**src/rtl/terrain_probe_sequencer.sv**
```systemverilog
// terrain_probe_sequencer
// Shares one terrain-map BRAM read port between the ball's five collision
// probes (center, x+1, x-1, y+1, y-1) and the renderer's tile lookups.
// A probe burst issues five reads on consecutive cycles, collects the
// returns in shadow registers and publishes all five results in one cycle.
// Renderer reads are granted in every cycle that is not a probe slot.
//
// Cycle numbering used throughout: a probe_start seen at clock edge 0
// drives the five slot addresses at edges 1..5. Data for an address
// driven at edge k is sampled at edge k+READ_LATENCY. probe_valid is
// raised at edge 6+READ_LATENCY.

module terrain_probe_sequencer #(
    parameter int         WIDTH        = 160,
    parameter int         HEIGHT       = 90,
    parameter int         READ_LATENCY = 2,
    parameter logic [1:0] WALL_CODE    = 2'd1
) (
    input  logic        clk_in,
    input  logic        rst_in,
    input  logic        probe_start,
    input  logic [15:0] ball_x,
    input  logic [15:0] ball_y,
    input  logic        render_req,
    input  logic [15:0] render_addr,
    output logic        render_ack,
    output logic        render_valid,
    output logic [1:0]  render_data,
    output logic [15:0] bram_addr,
    input  logic [1:0]  bram_data,
    output logic [1:0]  terrain_c,
    output logic [1:0]  terrain_xp,
    output logic [1:0]  terrain_xm,
    output logic [1:0]  terrain_yp,
    output logic [1:0]  terrain_ym,
    output logic        probe_valid,
    output logic        busy,
    output logic [7:0]  missed_count
);

    typedef enum logic [1:0] {
        IDLE  = 2'd0,
        ISSUE = 2'd1,
        DRAIN = 2'd2,
        DONE  = 2'd3
    } state_t;

    // One entry per outstanding BRAM read; idx selects the probe slot.
    typedef struct packed {
        logic       valid;
        logic       probe;
        logic [2:0] idx;
        logic       forced;
    } tag_t;

    // Grass: the safe value shown before any probe has completed.
    localparam logic [1:0]  GRASS_CODE = 2'd2;
    localparam logic [8:0]  WIDTH_9    = 9'(WIDTH);
    localparam logic [8:0]  HEIGHT_9   = 9'(HEIGHT);
    localparam logic [15:0] WIDTH_16   = 16'(WIDTH);

    state_t      state_r;
    logic [2:0]  slot_r;
    logic [7:0]  xi_r;
    logic [7:0]  yi_r;
    tag_t        tag_r [READ_LATENCY];
    tag_t        retire_s;
    logic [1:0]  shadow_r [5];

    logic [8:0]  cx_s;
    logic [8:0]  cy_s;
    logic [8:0]  nx_s;
    logic [8:0]  ny_s;
    logic        issue_forced_s;
    logic [15:0] issue_addr_s;
    logic        pending_probe_s;

    // Only the integer tile part of the ball position is used.
    logic        frac_unused_s;
    assign frac_unused_s = ^{ball_x[7:0], ball_y[7:0]};

    assign retire_s = tag_r[READ_LATENCY-1];

    // Neighbour tile, off-map detection and address of the current probe slot
    always_comb begin
        cx_s = {1'b0, xi_r};
        cy_s = {1'b0, yi_r};
        case (slot_r)
            3'd1: begin
                nx_s = cx_s + 9'd1;
                ny_s = cy_s;
            end
            3'd2: begin
                nx_s = cx_s - 9'd1;   // x=0 wraps to 511, which is off-map
                ny_s = cy_s;
            end
            3'd3: begin
                nx_s = cx_s;
                ny_s = cy_s + 9'd1;
            end
            3'd4: begin
                nx_s = cx_s;
                ny_s = cy_s - 9'd1;   // y=0 wraps to 511, which is off-map
            end
            default: begin
                nx_s = cx_s;
                ny_s = cy_s;
            end
        endcase
        // An off-map center forces every slot, not only its own
        issue_forced_s = (cx_s >= WIDTH_9) || (cy_s >= HEIGHT_9) ||
                         (nx_s >= WIDTH_9) || (ny_s >= HEIGHT_9);
        issue_addr_s   = {7'd0, nx_s} + ({7'd0, ny_s} * WIDTH_16);
    end

    // True while a probe read other than the one retiring now is still in flight
    always_comb begin
        pending_probe_s = 1'b0;
        for (int i = 0; i < READ_LATENCY - 1; i++) begin
            pending_probe_s = pending_probe_s | (tag_r[i].valid & tag_r[i].probe);
        end
    end

    // Port arbitration: probe slots own ISSUE, renderer gets every other cycle
    always_ff @(posedge clk_in or negedge rst_in) begin
        if (!rst_in) begin
            bram_addr  <= 16'd0;
            render_ack <= 1'b0;
        end else if (state_r == ISSUE) begin
            bram_addr  <= issue_addr_s;
            render_ack <= 1'b0;
        end else if (render_req) begin
            bram_addr  <= render_addr;
            render_ack <= 1'b1;
        end else begin
            render_ack <= 1'b0;
        end
    end

    // Tag pipeline that follows each read through the BRAM latency
    always_ff @(posedge clk_in or negedge rst_in) begin
        if (!rst_in) begin
            for (int i = 0; i < READ_LATENCY; i++) begin
                tag_r[i] <= '0;
            end
        end else begin
            if (state_r == ISSUE) begin
                tag_r[0] <= '{valid: 1'b1, probe: 1'b1, idx: slot_r, forced: issue_forced_s};
            end else if (render_req) begin
                tag_r[0] <= '{valid: 1'b1, probe: 1'b0, idx: 3'd0, forced: 1'b0};
            end else begin
                tag_r[0] <= '0;
            end
            for (int i = 1; i < READ_LATENCY; i++) begin
                tag_r[i] <= tag_r[i-1];
            end
        end
    end

    // Route retiring BRAM data to the renderer or to a probe shadow register
    always_ff @(posedge clk_in or negedge rst_in) begin
        if (!rst_in) begin
            render_valid <= 1'b0;
            render_data  <= 2'd0;
            for (int i = 0; i < 5; i++) begin
                shadow_r[i] <= GRASS_CODE;
            end
        end else begin
            render_valid <= 1'b0;
            if (retire_s.valid && !retire_s.probe) begin
                render_valid <= 1'b1;
                render_data  <= bram_data;
            end else if (retire_s.valid && retire_s.probe) begin
                shadow_r[retire_s.idx] <= retire_s.forced ? WALL_CODE : bram_data;
            end else begin
                render_data <= render_data;
            end
        end
    end

    // Burst sequencer: latch position, issue slots, drain, publish results
    always_ff @(posedge clk_in or negedge rst_in) begin
        if (!rst_in) begin
            state_r      <= IDLE;
            slot_r       <= 3'd0;
            xi_r         <= 8'd0;
            yi_r         <= 8'd0;
            terrain_c    <= GRASS_CODE;
            terrain_xp   <= GRASS_CODE;
            terrain_xm   <= GRASS_CODE;
            terrain_yp   <= GRASS_CODE;
            terrain_ym   <= GRASS_CODE;
            probe_valid  <= 1'b0;
            busy         <= 1'b0;
            missed_count <= 8'd0;
        end else begin
            probe_valid <= 1'b0;
            busy        <= (state_r != IDLE);
            if (probe_start && (state_r != IDLE) && (missed_count != 8'hFF)) begin
                missed_count <= missed_count + 8'd1;
            end
            case (state_r)
                IDLE: begin
                    if (probe_start) begin
                        xi_r    <= ball_x[15:8];
                        yi_r    <= ball_y[15:8];
                        slot_r  <= 3'd0;
                        state_r <= ISSUE;
                    end
                end
                ISSUE: begin
                    if (slot_r == 3'd4) begin
                        slot_r  <= 3'd0;
                        state_r <= DRAIN;
                    end else begin
                        slot_r <= slot_r + 3'd1;
                    end
                end
                DRAIN: begin
                    if (!pending_probe_s) begin
                        state_r <= DONE;
                    end
                end
                DONE: begin
                    terrain_c   <= shadow_r[0];
                    terrain_xp  <= shadow_r[1];
                    terrain_xm  <= shadow_r[2];
                    terrain_yp  <= shadow_r[3];
                    terrain_ym  <= shadow_r[4];
                    probe_valid <= 1'b1;
                    state_r     <= IDLE;
                end
                default: begin
                    state_r <= IDLE;
                end
            endcase
        end
    end

endmodule

```
**config.mk**
```make
export PLATFORM = sky130hd
export DESIGN_NAME = terrain_probe_sequencer
export DESIGN_NICKNAME = d
export VERILOG_FILES = /design/src/rtl/terrain_probe_sequencer.sv
export SDC_FILE = /design/constraint.sdc
export NUM_CORES = 1
export LEC_CHECK = 0
export ABC_AREA = 1
export CORE_ASPECT_RATIO = 0.5
export CORE_UTILIZATION = 55
export DETAILED_ROUTE_END_ITERATION = 8
export PLACE_DENSITY = 0.84
export SETUP_SLACK_MARGIN = 0.3
export SYNTH_ARGS = -nofsm -noshare
export SYNTH_HDL_FRONTEND = slang
export SYNTH_SLANG_ARGS = --single-unit
```
**constraint.sdc**
```tcl
create_clock -name clk_in -period 7.9 [get_ports clk_in]
set_input_delay 1.58 -clock clk_in [delete_from_list [all_inputs] [get_ports clk_in]]
set_output_delay 1.58 -clock clk_in [all_outputs]
set_load 0.02 [all_outputs]
```
==> impl_metrics.yaml, run 1 <==
outcome:
  outcome: "finished, final reports clean"
layout:
  layout-area-overhead-vs-synth_pct: 23.71
  fill_cells: 687
  regArea_um2: 2090
  layout_common_cells: "nand2_1 (161), inv_1 (77), clkdlybuf4s50_1 (76)"
  insertedDiodeCount: 0
  design.final.nets: 783
  mostFrequentLayoutCell: "nand2_1"
  layout-drive-gt1-share: 0.07815
  finish.cell_count_without_fillers: 808
  multi_input_area_um2: 2516
  design_area_um2: 6143
timing:
  period_share: 0.5386
  max_freq_mhz: 235.0
  timing.final.setup_violations: 0
  hold_viol_final: 0
  worst_pin_slew_ps: 1166
  relSlewSlack: 0.2200
  setup_ws_ps: 3645
  finalMaxSlewViolations: 0
  fin_setup_tns_ps: 0
  grt_setup_unrepaired: "no"
  period_minus_slack_ps: 4255
  worst_clock_skew_ps: 10.48
place:
  hpwl_um: 7611
  finalWeightedCongestion: 0.8933
  postPlaceCellArea_um2: 5843
  placement.setup.worst_slack_ps: 3673
  io_buffers: 77
  placed_cells: 792
route:
  wire_per_inst_um: 12.54
  via_count: 4151
  number_of_antenna_violating_nets_in_the_routed_design: 0
  via_per_inst: 5.137
  drt_first_pass_iters: 5
  drc: 0
  totalWireLength_um: 10130
  drt_iter0_markers: 296
clock_tree:
  clkLatencyLatePin_ps: 340
  cts.root.buffer_cell: "clkbuf_16"
  tritoncts: "yes"
  cts.sink_count: 83
  clock_tree.buffer_depth: 2
  path_clk_slew_ps: 60
  cts.repair_timing.setup_buffer_count: 0
  ctsHoldBuffers: 0
  ctsResizeCount: 0
  cts-htree-levels: 3
  number_of_buffers_added_by_the_clock_tree_synthesis_step: 9
critical_path:
  cp_data_arrival_time_ps: 4480
  timing.critical_path.from_type: "flop"
  depth_of_the_worst_register_to_register_path: 24
  crit_fanout: 10
  required_ps: 8120
  crit_path_end_kind: "flop"
  critical_path_class: "flop to flop"
yosys:
  synthesis.area_per_instance_um2: 8.195
  syn_std_cell_area_um2: 4966
  synth-seq-area-share: 0.4208
  synth_top_cell_by_area: "dfrtp_1"
  yosys.area.top_type_share: 0.3679
  synth.net_count: 703
  netlist_instances: 606
  ys_ff_latch: 83
  synth_edf_count: 0
  synth.lib_cells_used.distinct: 37
  synth.top_cells.by_area: "dfrtp_1 (37%), nand2_1 (12%), ha_1 (9.8%)"
  synth_warnings: 0
  yosys_most_used_dff: "dfrtp_1"
  synthArstFlopShare: 1.000
power_and_ir_drop:
  sequentialPowerShare: 0.253
  power_density_nw_per_um2: 457.5
  psw_mw: 1.292
  netSwitchingFraction: 0.4598
  ir_drop_uv: 236.9
  finalPower_mw: 2.810
  p_int_mw: 1.518
  static-leakage-power_nw: 3.066
  power_frac_comb: 0.595
  pwr-share-clk: 0.152
min_path:
  holdCritPathClass: "flop to flop"
  hold_path_depth: 0
floorplanning:
  die_h_um: 69.19
  initial_core_utilization: 0.5683
  core.rowCount: 24
  io_pins: 94
  die_area_um2: 9436
  die_w_um: 136.4
  core_um2: 8738
global_routing:
  globalRouteOverflowTotal: 0
  grt.total_usage: 0.2393
  largest_net_degree_at_the_start_of_global_routing: 84
  grt_antenna_before_repair: 0
  grt_pass1_vias: 3903
  grt_first_pass_wirelength_um: 17950
flow_run:
  cap_violations: 0
==> through the flow <==
stage,utilization,hold WS [ps]
floorplan,-,331.2
global placement,0.6687,334.3
detailed placement,0.6687,334.7
CTS,0.7030,346.8
global route,0.7030,349.4
finish,0.7030,348.4
==> Yosys cell counts, types with 3 or more instances <==
cell type and number:
inv_1 77, mux2_2 16, xnor2_1 9, xor2_1 7, dfstp_2 10, nand3_1 43
o21bai_1 3, o21ai_0 23, fa_1 4, nor2_1 48, clkbuf_1 6, a21oi_1 37
nand2_1 161, inv_2 6, o21ai_1 6, dfrtp_1 73, clkinv_1 3, o211ai_1 6
ha_1 39, nand4_1 8
==> cell type report <==
cell class	instances	area share
multi-input cells	429	0.4096
flip-flops and latches	83	0.3401
clock inverters	6	0.01161
repair buffers	77	0.1251
inverters	86	0.05255
well taps	117	0.02383
clock buffers	10	0.03727
==> path summary, 6_finish.rpt <==
check	start	to	slack (ps)
worst max-delay path	slot_r[0]$_DFFE_PN0P_	bram_addr[15]$_DFFE_PN0P_	3650
worst min-delay path	tag_r[7]$_DFF_PN0_	retire_s[1]$_DFF_PN0_	350
worst max register to register	slot_r[0]$_DFFE_PN0P_	bram_addr[15]$_DFFE_PN0P_	3650
worst min register to register	tag_r[7]$_DFF_PN0_	retire_s[1]$_DFF_PN0_	350
max in group asynchronous	rst_in	xi_r[5]$_DFFE_PN0P_	5820
min in group asynchronous	rst_in	missed_count[6]$_DFFE_PN0P_	1410
==> cell families (layout without fill, tap and decap cells) <==
family / after synthesis / count (layout) / synth area share
simple gates: 268 / 268 / 0.2230
xor+xnor: 18 / 18 / 0.03704
compound gates: 83 / 83 / 0.09373
fa+ha+maj: 43 / 43 / 0.1144
buf+inv: 94 / 179 / 0.07256
mux: 17 / 17 / 0.03855
flops: 83 / 83 / 0.4208
==> metal layers <==
layer  track usage  wire, µm  vias up  part of all wire
met5             0         0        -                 0
met4       0.05679        92        0            0.0091
met3       0.04898       327       10             0.032
met2        0.3875      4760       74              0.47
met1        0.3303      4952     1949              0.49
li1              -         -     2118                 -
==> power groups by stage <==
| stage | sequential (mW) | clock, mW | combinational, mW |
|---|---|---|---|
| floorplan | 0.799 | 0 | 1.11 |
| global placement | 0.711 | 0 | 1.60 |
| detailed placement | 0.718 | 0 | 1.65 |
| CTS | 0.711 | 0.437 | 1.67 |
| global route | 0.734 | 0.452 | 1.89 |
| finish | 0.711 | 0.428 | 1.67 |
==> sequential cells by signal, indices dropped and copies added (netlist names), 3 cells and up <==
name and count:
bram_addr 16, shadow_r 10, missed_count 8, xi_r 8
yi_r 8, retire_s 6, tag_r 6, slot_r 3
==> critical path, stage by stage (launching register included) <==
cell,delay [ps]
dfrtp_1,410
inv_1,130
ha_1,170
nand2_1,70
inv_1,300
ha_1,360
a21oi_1,210
nand3b_1,90
nand2_1,70
nand2_1,60
nand2_1,100
inv_1,60
ha_1,270
ha_1,180
inv_1,60
fa_1,410
xnor2_1,310
nand3_1,140
or2_4,280
nor2_4,90
nand2_2,70
nor2_1,80
nand2_1,60
nand3_1,90
nand2_1,60
(Power assumes the default switching activity.)
==> run 2, diff against run 1 <==
CORE_UTILIZATION = 53   (was 55)
PLACE_DENSITY = 0.81   (was 0.84)
clock period = 4.3 ns   (was 7.9 ns; I/O delays follow)
==> impl_metrics.yaml, run 2 (synthesis gave the netlist of run 1 again) <==
outcome:
  outcome: "complete, but fails checks"
  violations_in_the_final_reports: "DRC"
clock_tree:
  path_clk_slew_ps: 60
  clock_tree.buffer_depth: 2
  cts-htree-levels: 3
  cts.root.buffer_cell: "clkbuf_16"
  number_of_buffers_added_by_the_clock_tree_synthesis_step: 9
  cts.sink_count: 83
  tritoncts: "yes"
  clkLatencyLatePin_ps: 340
layout:
  design.final.nets: 808
  layout-drive-gt1-share: 0.1969
  mostFrequentLayoutCell: "nand2_1"
  layout_common_cells: "nand2_1 (151), clkdlybuf4s50_1 (76), dfrtp_1 (73)"
  design_area_um2: 6700
  layout-area-overhead-vs-synth_pct: 34.92
  flip_flop_count_of_the_largest_register_after_layout: 16
  largest_register: "bram_addr"
  insertedDiodeCount: 0
  reg_top3: "bram_addr x16, shadow_r x10"
  finish.cell_count_without_fillers: 833
critical_path:
  r2r_slack_ps: 320
  crit_path_end_kind: "flop"
  cp_data_arrival_time_ps: 4220
  regToRegStartpoint: "slot_r[1]$_DFFE_PN0P_"
  worst_r2r_endpoint: "bram_addr[15]$_DFFE_PN0P_"
  crit_fanout: 7
  depth_of_the_worst_register_to_register_path: 24
  endpoint: "bram_addr[15]$_DFFE_PN0P_"
  critical_path_class: "flop to flop"
  critical_path.startpoint: "slot_r[1]$_DFFE_PN0P_"
  timing.critical_path.from_type: "flop"
  required_ps: 4530
floorplanning:
  core_um2: 8889
  die_h_um: 70.45
  die_w_um: 138.9
  core.rowCount: 24
  initial_core_utilization: 0.5587
  io_pins: 94
  die_area_um2: 9784
route:
  drc: 2
  via_count: 4436
  wire_per_inst_um: 14.44
  totalWireLength_um: 12030
  drt_iter0_markers: 285
  number_of_antenna_violating_nets_in_the_routed_design: 0
  drt_first_pass_iters: 9
  via_per_inst: 5.325
power_and_ir_drop:
  power_density_nw_per_um2: 877.1
  static-leakage-power_nw: 3.216
  ir_drop_uv: 408.1
  finalPower_mw: 5.877
flow_run:
  cap_violations: 0
timing:
  worst_clock_skew_ps: 5.553
  period_share: 0.9266
  relSlewSlack: 0.3207
  grt_setup_unrepaired: "yes"
  hold_viol_final: 0
  finalMaxSlewViolations: 0
  period_minus_slack_ps: 3984
  setup_ws_ps: 315.6
  worst_pin_slew_ps: 1019
  max_freq_mhz: 251.0
  timing.final.setup_violations: 0
  fin_setup_tns_ps: 0
place:
  hpwl_um: 7809
  finalWeightedCongestion: 0.9119
  io_buffers: 77
  postPlaceCellArea_um2: 5873
  placed_cells: 796
  placement.setup.worst_slack_ps: 79.66
min_path:
  holdCritStartpoint: "tag_r[9]$_DFF_PN0_"
  hold_path_depth: 0
  holdCritPathClass: "flop to flop"
global_routing:
  grt_first_pass_wirelength_um: 18820
  grt.total_usage: 0.2425
  grt_antenna_before_repair: 0
  grt_pass1_vias: 4110
  largest_net_degree_at_the_start_of_global_routing: 84
  globalRouteOverflowTotal: 0
[run 2: power breakdown]
| part | switching (mW) | total [mW] | leakage [nW] | internal (mW) |
|---|---|---|---|---|
| logic | 2.13 | 3.80 | 2.11 | 1.67 |
| registers | 0.240 | 1.33 | 0.964 | 1.09 |
| clock network | 0.331 | 0.745 | 0.145 | 0.414 |
[run 2: worst min-delay path by stage]
stage,end
after global placement,retire_s[1]$_DFF_PN0_
after global routing,retire_s[3]$_DFF_PN0_
after detailed placement,retire_s[3]$_DFF_PN0_
after CTS,retire_s[3]$_DFF_PN0_
final,retire_s[3]$_DFF_PN0_
after floorplan,retire_s[0]$_DFF_PN0_
[run 2: metrics by stage]
step,hold slack (ps),util
2_1_floorplan,331.2,-
3_3_place_gp,332.5,0.6608
3_5_place_dp,335.5,0.6608
4_1_cts,352.9,0.7078
5_1_grt,356.3,0.7538
6_report,350.9,0.7538
[run 2: timing repair]
action	4_1_cts	5_1_grt
setup buffers	8	13
setup endpoints to repair	4	5
gates resized for setup	12	63
pin swaps	1	26
hold buffers	0	0
[run 2: metal layers]
layer	vias to the layer above	wire length [µm]	track usage
met4	0	190	0.08519
met3	21	533	0.05075
met5	-	0	0
li1	2165	-	-
met1	2120	5391	0.3157
met2	130	5913	0.4040
[run 2: layout make-up]
class                   instances  area (µm²)
multi-input cells             429        2884
fillers                       601        2188
flip-flops and latches         83        2090
repair buffers                102       967.2
inverters                      86       326.6
clock buffers                  10       239.0
well taps                     117       146.4
clock inverters                 6       47.55
[run 2: critical path, cell delays in order (launching register included)]
cell and delay, ps:
dfrtp_1 390, inv_2 80, ha_4 170, nand2_4 70, clkinvlp_4 210, buf_4 220, ha_4 230, a21oi_2 150
nand2_2 110, a21oi_2 160, xor2_1 170, nand2_1 80, nand2_2 110, inv_2 60, ha_4 240, ha_4 260
a21oi_1 300, nand2_1 160, xor2_2 200, nor2_4 110, nand2_2 90, nor2_2 120, nand2_1 70, nand3_2 70
nand2_1 60
